File: src/rtl/fifo_csr_pkg.sv
// Shared constants and FSM state types for the FIFO control/status register block.
`default_nettype none
package fifo_csr_pkg;
  localparam logic [1:0] CSR_CTRL_A   = 2'd0;
  localparam logic [1:0] CSR_STATUS_A = 2'd1;
  localparam logic [1:0] CSR_IRQEN_A  = 2'd2;

  localparam int FLUSH_BIT = 0;
  localparam int FULL_BIT  = 0;
  localparam int EMPTY_BIT = 1;
  localparam int OVF_BIT   = 2;
  localparam int UDF_BIT   = 3;

  localparam logic [1:0] RESP_OKAY   = 2'b00;
  localparam logic [1:0] RESP_SLVERR = 2'b10;

  typedef enum logic [1:0] {W_IDLE, W_GOT_A, W_GOT_D, W_RESP} wr_state_e;
  typedef enum logic       {R_IDLE, R_DATA} rd_state_e;
endpackage
`default_nettype wire

File: src/rtl/csr_sync_2ff.sv
// Two-flop synchroniser for a single level signal, with a selectable reset value.
`default_nettype none
module csr_sync_2ff #(
  parameter logic RST_VAL = 1'b0
) (
  input  logic clk,
  input  logic rst,
  input  logic d_i,
  output logic q_o
);
  logic meta_q;
  logic sync_q;

  always_ff @(posedge clk or posedge rst) begin
    if (rst) begin
      meta_q <= RST_VAL;
      sync_q <= RST_VAL;
    end else begin
      meta_q <= d_i;
      sync_q <= meta_q;
    end
  end

  assign q_o = sync_q;
endmodule
`default_nettype wire

File: src/rtl/axi_lite_fifo_csr.sv
// AXI4-Lite subordinate for the async FIFO's CTRL/STATUS registers.
// Optional IRQ_EN register and level interrupt enabled by `define FIFO_CSR_IRQ_EN.
`default_nettype none
module axi_lite_fifo_csr #(
  parameter int   ADDR_W    = 8,
  parameter int   DATA_W    = 8,
  parameter logic FLUSH_RST = 1'b1
) (
  input  logic              axi_clk,
  input  logic              axi_rst,
  input  logic [ADDR_W-1:0] awaddr,
  input  logic              awvalid,
  output logic              awready,
  input  logic [DATA_W-1:0] wdata,
  input  logic              wvalid,
  output logic              wready,
  output logic [1:0]        bresp,
  output logic              bvalid,
  input  logic              bready,
  input  logic [ADDR_W-1:0] araddr,
  input  logic              arvalid,
  output logic              arready,
  output logic [DATA_W-1:0] rdata,
  output logic [1:0]        rresp,
  output logic              rvalid,
  input  logic              rready,
  input  logic              fifo_full_async,
  input  logic              fifo_empty_async,
  input  logic              ovf_pulse,
  input  logic              udf_pulse,
  output logic              flush,
  output logic              irq
);
  import fifo_csr_pkg::*;

`ifdef FIFO_CSR_IRQ_EN
  localparam logic IRQ_MAP = 1'b1;
`else
  localparam logic IRQ_MAP = 1'b0;
`endif

  // Full address compare: any non-zero upper bit makes the access unmapped.
  function automatic logic is_mapped(input logic [ADDR_W-1:0] a);
    return (a == ADDR_W'(CSR_CTRL_A)) || (a == ADDR_W'(CSR_STATUS_A)) ||
           (IRQ_MAP && (a == ADDR_W'(CSR_IRQEN_A)));
  endfunction

  wr_state_e         wst_q, wst_d;
  rd_state_e         rst_q, rst_d;
  logic [ADDR_W-1:0] awaddr_q, awaddr_d, wr_addr;
  logic [DATA_W-1:0] wdata_q, wdata_d, wr_data;
  logic [DATA_W-1:0] rdata_q, rdata_d, rd_val;
  logic [1:0]        bresp_q, bresp_d, rresp_q, rresp_d;
  logic              wr_en, wr_ctrl, wr_sts;
  logic              flush_q, ovf_q, udf_q;
  logic              full_s, empty_s;
  logic [1:0]        ie_q;

  csr_sync_2ff #(.RST_VAL(1'b0)) u_sync_full (
    .clk(axi_clk), .rst(axi_rst), .d_i(fifo_full_async), .q_o(full_s));
  csr_sync_2ff #(.RST_VAL(1'b1)) u_sync_empty (
    .clk(axi_clk), .rst(axi_rst), .d_i(fifo_empty_async), .q_o(empty_s));

  // Commit happens on the edge that completes the second of AW/W, using the live channel value.
  always_comb begin
    wst_d    = wst_q;
    awaddr_d = awaddr_q;
    wdata_d  = wdata_q;
    bresp_d  = bresp_q;
    awready  = 1'b0;
    wready   = 1'b0;
    wr_en    = 1'b0;
    wr_addr  = awaddr_q;
    wr_data  = wdata_q;
    case (wst_q)
      W_IDLE: begin
        awready = 1'b1;
        wready  = 1'b1;
        wr_addr = awaddr;
        wr_data = wdata;
        if (awvalid && wvalid) begin
          wr_en = 1'b1;
        end else if (awvalid) begin
          awaddr_d = awaddr;
          wst_d    = W_GOT_A;
        end else if (wvalid) begin
          wdata_d = wdata;
          wst_d   = W_GOT_D;
        end
      end
      W_GOT_A: begin
        wready  = 1'b1;
        wr_data = wdata;
        wr_en   = wvalid;
      end
      W_GOT_D: begin
        awready = 1'b1;
        wr_addr = awaddr;
        wr_en   = awvalid;
      end
      W_RESP: begin
        if (bready) wst_d = W_IDLE;
      end
      default: wst_d = W_IDLE;
    endcase
    if (wr_en) begin
      wst_d   = W_RESP;
      bresp_d = is_mapped(wr_addr) ? RESP_OKAY : RESP_SLVERR;
    end
  end

  assign wr_ctrl = wr_en && (wr_addr == ADDR_W'(CSR_CTRL_A));
  assign wr_sts  = wr_en && (wr_addr == ADDR_W'(CSR_STATUS_A));

  always_comb begin
    rd_val = '0;
    if (araddr == ADDR_W'(CSR_CTRL_A)) begin
      rd_val[FLUSH_BIT] = flush_q;
    end else if (araddr == ADDR_W'(CSR_STATUS_A)) begin
      rd_val[FULL_BIT]  = full_s;
      rd_val[EMPTY_BIT] = empty_s;
      rd_val[OVF_BIT]   = ovf_q;
      rd_val[UDF_BIT]   = udf_q;
    end else if (IRQ_MAP && (araddr == ADDR_W'(CSR_IRQEN_A))) begin
      rd_val[UDF_BIT:OVF_BIT] = ie_q;
    end
  end

  always_comb begin
    rst_d   = rst_q;
    rdata_d = rdata_q;
    rresp_d = rresp_q;
    arready = (rst_q == R_IDLE);
    case (rst_q)
      R_IDLE: if (arvalid) begin
        rdata_d = rd_val;
        rresp_d = is_mapped(araddr) ? RESP_OKAY : RESP_SLVERR;
        rst_d   = R_DATA;
      end
      R_DATA: if (rready) rst_d = R_IDLE;
      default: rst_d = R_IDLE;
    endcase
  end

  always_ff @(posedge axi_clk or posedge axi_rst) begin
    if (axi_rst) begin
      wst_q    <= W_IDLE;
      rst_q    <= R_IDLE;
      awaddr_q <= '0;
      wdata_q  <= '0;
      bresp_q  <= RESP_OKAY;
      rdata_q  <= '0;
      rresp_q  <= RESP_OKAY;
      flush_q  <= FLUSH_RST;
      ovf_q    <= 1'b0;
      udf_q    <= 1'b0;
    end else begin
      wst_q    <= wst_d;
      rst_q    <= rst_d;
      awaddr_q <= awaddr_d;
      wdata_q  <= wdata_d;
      bresp_q  <= bresp_d;
      rdata_q  <= rdata_d;
      rresp_q  <= rresp_d;
      if (wr_ctrl) flush_q <= |(wr_data & (DATA_W'(1) << FLUSH_BIT));
      // A set pulse overrides a simultaneous W1C clear.
      ovf_q <= ovf_pulse | (ovf_q & ~(wr_sts & |(wr_data & (DATA_W'(1) << OVF_BIT))));
      udf_q <= udf_pulse | (udf_q & ~(wr_sts & |(wr_data & (DATA_W'(1) << UDF_BIT))));
    end
  end

`ifdef FIFO_CSR_IRQ_EN
  logic irq_q;
  always_ff @(posedge axi_clk or posedge axi_rst) begin
    if (axi_rst) begin
      ie_q  <= 2'b00;
      irq_q <= 1'b0;
    end else begin
      if (wr_en && (wr_addr == ADDR_W'(CSR_IRQEN_A)))
        ie_q <= {|(wr_data & (DATA_W'(1) << UDF_BIT)), |(wr_data & (DATA_W'(1) << OVF_BIT))};
      irq_q <= |({udf_q, ovf_q} & ie_q);
    end
  end
  assign irq = irq_q;
`else
  assign ie_q = 2'b00;
  assign irq  = 1'b0;
`endif

  assign bvalid = (wst_q == W_RESP);
  assign bresp  = bresp_q;
  assign rvalid = (rst_q == R_DATA);
  assign rdata  = rdata_q;
  assign rresp  = rresp_q;
  assign flush  = flush_q;
endmodule
`default_nettype wire

File: config.mk
export PLATFORM = sky130hd
export DESIGN_NAME = axi_lite_fifo_csr
export DESIGN_NICKNAME = d
export VERILOG_FILES = /design/src/rtl/fifo_csr_pkg.sv /design/src/rtl/csr_sync_2ff.sv /design/src/rtl/axi_lite_fifo_csr.sv
export SDC_FILE = /design/constraint.sdc
export NUM_CORES = 1
export LEC_CHECK = 0
export CAP_MARGIN = 20
export CORE_ASPECT_RATIO = 1.75
export CORE_MARGIN = 2
export CORE_UTILIZATION = 45
export DETAILED_ROUTE_END_ITERATION = 7
export GPL_TIMING_DRIVEN = 1
export PLACE_DENSITY = 0.94
export SYNTH_ARGS = -nofsm -noshare
export SYNTH_HDL_FRONTEND = slang
export SYNTH_SLANG_ARGS = --single-unit
export TNS_END_PERCENT = 30
File: constraint.sdc
create_clock -name axi_clk -period 4.79 [get_ports axi_clk]
set_input_delay 0.958 -clock axi_clk [delete_from_list [all_inputs] [get_ports axi_clk]]
set_output_delay 0.958 -clock axi_clk [all_outputs]
set_load 0.01 [all_outputs]
## After elaboration in Yosys (flattened, before gate mapping)

Cells that the tools add are included.

| storage, ports and cells | value |
|---|---|
| logic and storage cells | 68 |
| register bits | 30 |
| input bits | 35 |
| output and inout port bits | 19 |

| operators by class | value |
|---|---|
| reductions and logical operators | 15 |
| bitwise logic cells | 11 |
| eq/ne operators | 8 |
| muxes and demuxes | 20 |

Operators with widths:

| cell | count |
|---|---|
| $eq 8x1->1 const B | 2 |
| $logic_not 8->1 | 2 |
| $mux 2 | 7 |
| $mux 4 | 2 |
| $mux 8 | 1 |
| $reduce_and 4->1 | 2 |
| $mux 1 | 6 |
| $not 1->1 | 5 |
| $and 1x1->1 | 4 |
| $eq 2x2->1 const B | 2 |
| $ne 4x4->1 const B | 1 |
| $pmux 2 s2 | 1 |
| $reduce_or 2->1 | 2 |
| $logic_and 1x1->1 | 3 |
| $mux 3 | 1 |
| $ne 3x1->1 const B | 1 |
| $ne 3x3->1 const B | 1 |
| $pmux 1 s3 | 1 |
| $reduce_and 3->1 | 1 |
| $reduce_bool 3->1 | 1 |
| $eq 2x1->1 const B | 1 |
| $logic_not 2->1 | 1 |
| $logic_or 1x1->1 | 2 |
| $or 1x1->1 | 2 |
| other kinds (2) | 2 |

## Longest topological paths before layout

| depth | value |
|---|---|
| depth after elaboration | 9 |
| mapped depth | 5 |
| mapped depth without buffers | 4 |

## Hierarchy

Synthesis repeated with hierarchy kept, for this count alone.

| second synthesis, totals | value |
|---|---|
| cell total of the unflattened synthesis | 97 |
| area total of the unflattened synthesis | 1217.4 um^2 |

Modules (own cells, without submodules):

| module | times used | cells an instance | area each (um^2) | sequential area each (um^2) |
|---|---|---|---|---|
| axi_lite_fifo_csr | 1 | 91 | 1107.3 | 576.8 |
| csr_sync_2ff at u_sync_empty | 1 | 3 | 56.3 | 52.6 |
| csr_sync_2ff at u_sync_full | 1 | 3 | 53.8 | 50.0 |

## Worst setup path after synthesis

Ideal clock, no wire load.

| path | value |
|---|---|
| path kind | in2reg |
| start point | input port awaddr[4] |
| end point | register flush_q, in the netlist flush |
| required time | 4.708 ns |
| library setup time | 0.082 ns |
| cell stages on the path | 4 |
| buffers on the path | 0 |
| slack | 2.672 ns |
| arrival | 2.035 ns |
| cell sequence | or4_4 > o22ai_4 > nand4_2 > mux2_4 |

| between the ends | value |
|---|---|
| cells in the longest elaborated chain, start to end | 3 |

Ends and longest elaborated chain:

| item | RTL line | source |
|---|---|---|
| start, declared | axi_lite_fifo_csr.sv:11 | `input logic [ADDR_W-1:0] awaddr,` |
| $mux 8 | axi_lite_fifo_csr.sv:75 | `case (wst_q)` |
| $logic_not 8->1 | axi_lite_fifo_csr.sv:112 | `assign wr_ctrl = wr_en && (wr_addr == ADDR_W'(CSR_CTRL_A));` |
| $logic_and 1x1->1 | axi_lite_fifo_csr.sv:112 |  |
| end signal, assigned | axi_lite_fifo_csr.sv:165 | `if (wr_ctrl) flush_q <= \|(wr_data & (DATA_W'(1) << FLUSH_BIT));` |
| end, declared | axi_lite_fifo_csr.sv:55 | `logic flush_q, ovf_q, udf_q;` |

No other way between the ends.
A chain may end at the register's enable or synchronous reset.

## Final worst setup path

| path | value |
|---|---|
| start point | register wst_q[0] |
| end point | output port bvalid |

| between the ends | value |
|---|---|
| cells in the longest elaborated chain, start to end | 1 |

Ends and longest elaborated chain:

| item | RTL line | source |
|---|---|---|
| start, declared | axi_lite_fifo_csr.sv:48 | `wr_state_e wst_q, wst_d;` |
| start signal, assigned | axi_lite_fifo_csr.sv:158 | `wst_q <= wst_d;` |
| $eq 2x2->1 | axi_lite_fifo_csr.sv:190 | `assign bvalid = (wst_q == W_RESP);` |
| end, declared | axi_lite_fifo_csr.sv:18 | `output logic bvalid,` |

No other way between the ends.

==> flow_metrics.py <==
metrics = {
    "run_status": {
        "status": "completed",
    },
    "die": {
        "initial_core_util": 0.466,
        "fp.dieW_um": 43.9,
        "design.core.area_um2": 2690,
        "ios": 54,
        "die-area_um2": 3240,
        "core.rowCount": 25,
        "die_y_um": 73.8,
    },
    "timing": {
        "fin_skew_ns": 0.00264,
        "fin_tns_setup_ns": 0,
        "setup-violations-final": 0,
        "hold_viol": 0,
        "max_slew.worst_pin.slew_ns": 0.669,
        "fin_crit_ns": 2.68,
        "maxSlewHeadroom": 0.548,
        "rsz0062_at_grt": "false",
        "fmax_mhz": 374,
        "fin_crit_sh": 0.559,
        "drv_slew": 0,
    },
    "global_routing": {
        "grt_use_total": 0.176,
        "grt_max_degree": 28,
        "grt_pass1_vias": 946,
        "grt-ovfl-total": 0,
        "grt_antenna_before_repair": 0,
        "grt_pass1_wl_um": 4170,
    },
    "final_layout": {
        "nets": 174,
        "final_cell_mix": "clkdlybuf4s50_1 (41), dfrtp_1 (24), mux2_2 (13)",
        "area_growth_pct": 37.9,
        "layout.cells.non_filler": 165,
        "drive_gt1_frac": 0.217,
        "mostFrequentLayoutCell": "clkdlybuf4s50_1",
        "n_antenna_cell": 0,
    },
    "synth": {
        "postSynthCellCount": 95,
        "synthArstFlopShare": 1.00,
        "synth_area_leader_cell": "dfrtp_1",
        "synth_cell_types": 32,
        "synth.top_cell.area_share": 0.480,
        "ys_seq_elements": 27,
        "avgSynthCellArea_um2": 13.2,
        "yosys_warnings": 0,
        "synth_edf_count": 0,
        "ys_seq_area_frac": 0.542,
        "synth_area_um2": 1250,
        "synth_area_leaders": "dfrtp_1 (48%), mux2_2 (12%), dfstp_2 (6.3%), buf_4 (4.2%), a32o_1 (2.4%)",
        "synth-main-ff-cell": "dfrtp_1",
    },
    "route": {
        "postRouteAntennaNets": 0,
        "wirelength_um": 2600,
        "initialDrtViolationCount": 4,
        "dr.pass1.iters": 4,
        "via_per_inst": 5.53,
        "vias": 913,
        "drc_errors": 0,
        "wl_per_cell_um": 15.8,
    },
    "place": {
        "place.gp.congestion": 0.727,
        "dp_cells": 160,
        "dp_hpwl_um": 2030,
        "io_buffers": 41,
    },
    "power": {
        "vdd_drop_max_v": 0.000337,
        "total_power_w": 0.000720,
        "p_leak_nw": 0.724,
        "cellPowerDensity_nw_per_um2": 417,
    },
    "critical_path": {
        "cp.arrival_ns": 1.72,
        "cp-start-kind": "register",
        "crit_path_max_fanout": 11,
        "r2r_cells": 4,
        "required_ns": 3.83,
        "worstSetupEndpointType": "output port",
        "path_class": "register to output port",
    },
    "clock_network": {
        "ctsHoldBuffers": 0,
        "cts_resized": 0,
        "clk_latency_ns": 0.28,
        "postCtsSetupRepairBufs": 0,
        "htreeDepth": 1,
        "cts_sinks": 27,
        "root_buffer": "clkbuf_8",
        "cts_tree": "done",
        "clk_path_buf_depth": 2,
        "clkTransAtPathRegs_ns": 0.09,
        "cts_buffers": 3,
    },
    "hold_path": {
        "whs_path_depth": 0,
        "hold_class": "register to register",
    },
    "flow_run": {
        "drv_cap": 0,
    },
}
==> final timing paths <==
| path | slack (ns) | start | end |
|---|---|---|---|
| worst min register to register | 0.36 | u_sync_full.meta_q | u_sync_full.q_o |
| min in group asynchronous | 0.93 | axi_rst | udf_q |
| worst max-delay path | 2.11 | wst_q[0] | bvalid |
| max in group asynchronous | 3.37 | axi_rst | flush |
| worst max register to register | 2.89 | wst_q[0] | flush |
| worst min-delay path | 0.36 | u_sync_full.meta_q | u_sync_full.q_o |
==> through the flow <==
stage	cell area (um^2)	worst slack, ns	hold slack (ns)	util
floorplan	1270	2.67	0.331	-
global placement	1650	2.10	0.335	0.613
detailed placement	1650	2.07	0.336	0.613
CTS	1700	2.11	0.357	0.632
global route	1730	2.05	0.364	0.642
finish	1730	2.11	0.357	0.642
==> cells by family (layout without fill, tap and decap cells) <==
| logic type | after synthesis | count (layout) | synth area share |
|---|---|---|---|
| flip-flops | 27 | 27 | 0.542 |
| AND/OR/NAND/NOR | 21 | 21 | 0.119 |
| multiplexers | 17 | 17 | 0.153 |
| buffers and inverters | 15 | 52 | 0.0729 |
| AO/OA/AOI/OAI | 14 | 14 | 0.110 |
| other | 1 | 7 | 0.00299 |
==> synth_stat cells (all sizes together), types with 2 or more instances <==
library cell	count
nand2	2
a32o	3
mux2i	3
nor4	2
a21oi	3
buf	9
dfstp	3
nand4	3
a21o	2
dfrtp	24
nor2	6
mux2	14
inv	6
nor3	2
==> final cells by class <==
cell class                      count  area, um^2
Fill cell                         208         963
Sequential cell                    27         679
Multi-Input combinational cell     59         504
Timing Repair Buffer               42         438
Clock buffer                        3        41.3
Tap cell                           27        33.8
Inverter                            6        22.5
Clock inverter                      1        7.51
==> power by group <==
group / total [W] / internal [W] / switching [W]
Clock: 0.000131 / 0.0000592 / 0.0000718
Sequential: 0.000348 / 0.000290 / 0.0000580
Combinational: 0.000241 / 0.000141 / 0.0000998
==> layer usage <==
layer	track usage	up-vias	part of all wire
met1	0.181	452	0.35
met2	0.319	40	0.55
met3	0.0246	7	0.072
li1	-	414	-
met5	0	-	0
met4	0.108	0	0.030
==> state kept, by name, indices dropped and copies added (netlist names) <==
name / cells
awaddr_q: 8
wst_q: 2
u_sync_full.meta_q: 1
rresp: 1
wdata_q: 3
rvalid: 1
u_sync_full.q_o: 1
ovf_q: 1
flush: 1
u_sync_empty.meta_q: 1
u_sync_empty.q_o: 1
udf_q: 1
rdata: 4
bresp: 1
==> critical path, stage by stage (launching register included) <==
cell and delay (ns):
dfrtp_1 0.63, and2_2 0.26, clkdlybuf4s50_1 0.55
(Power assumes the default switching activity.)
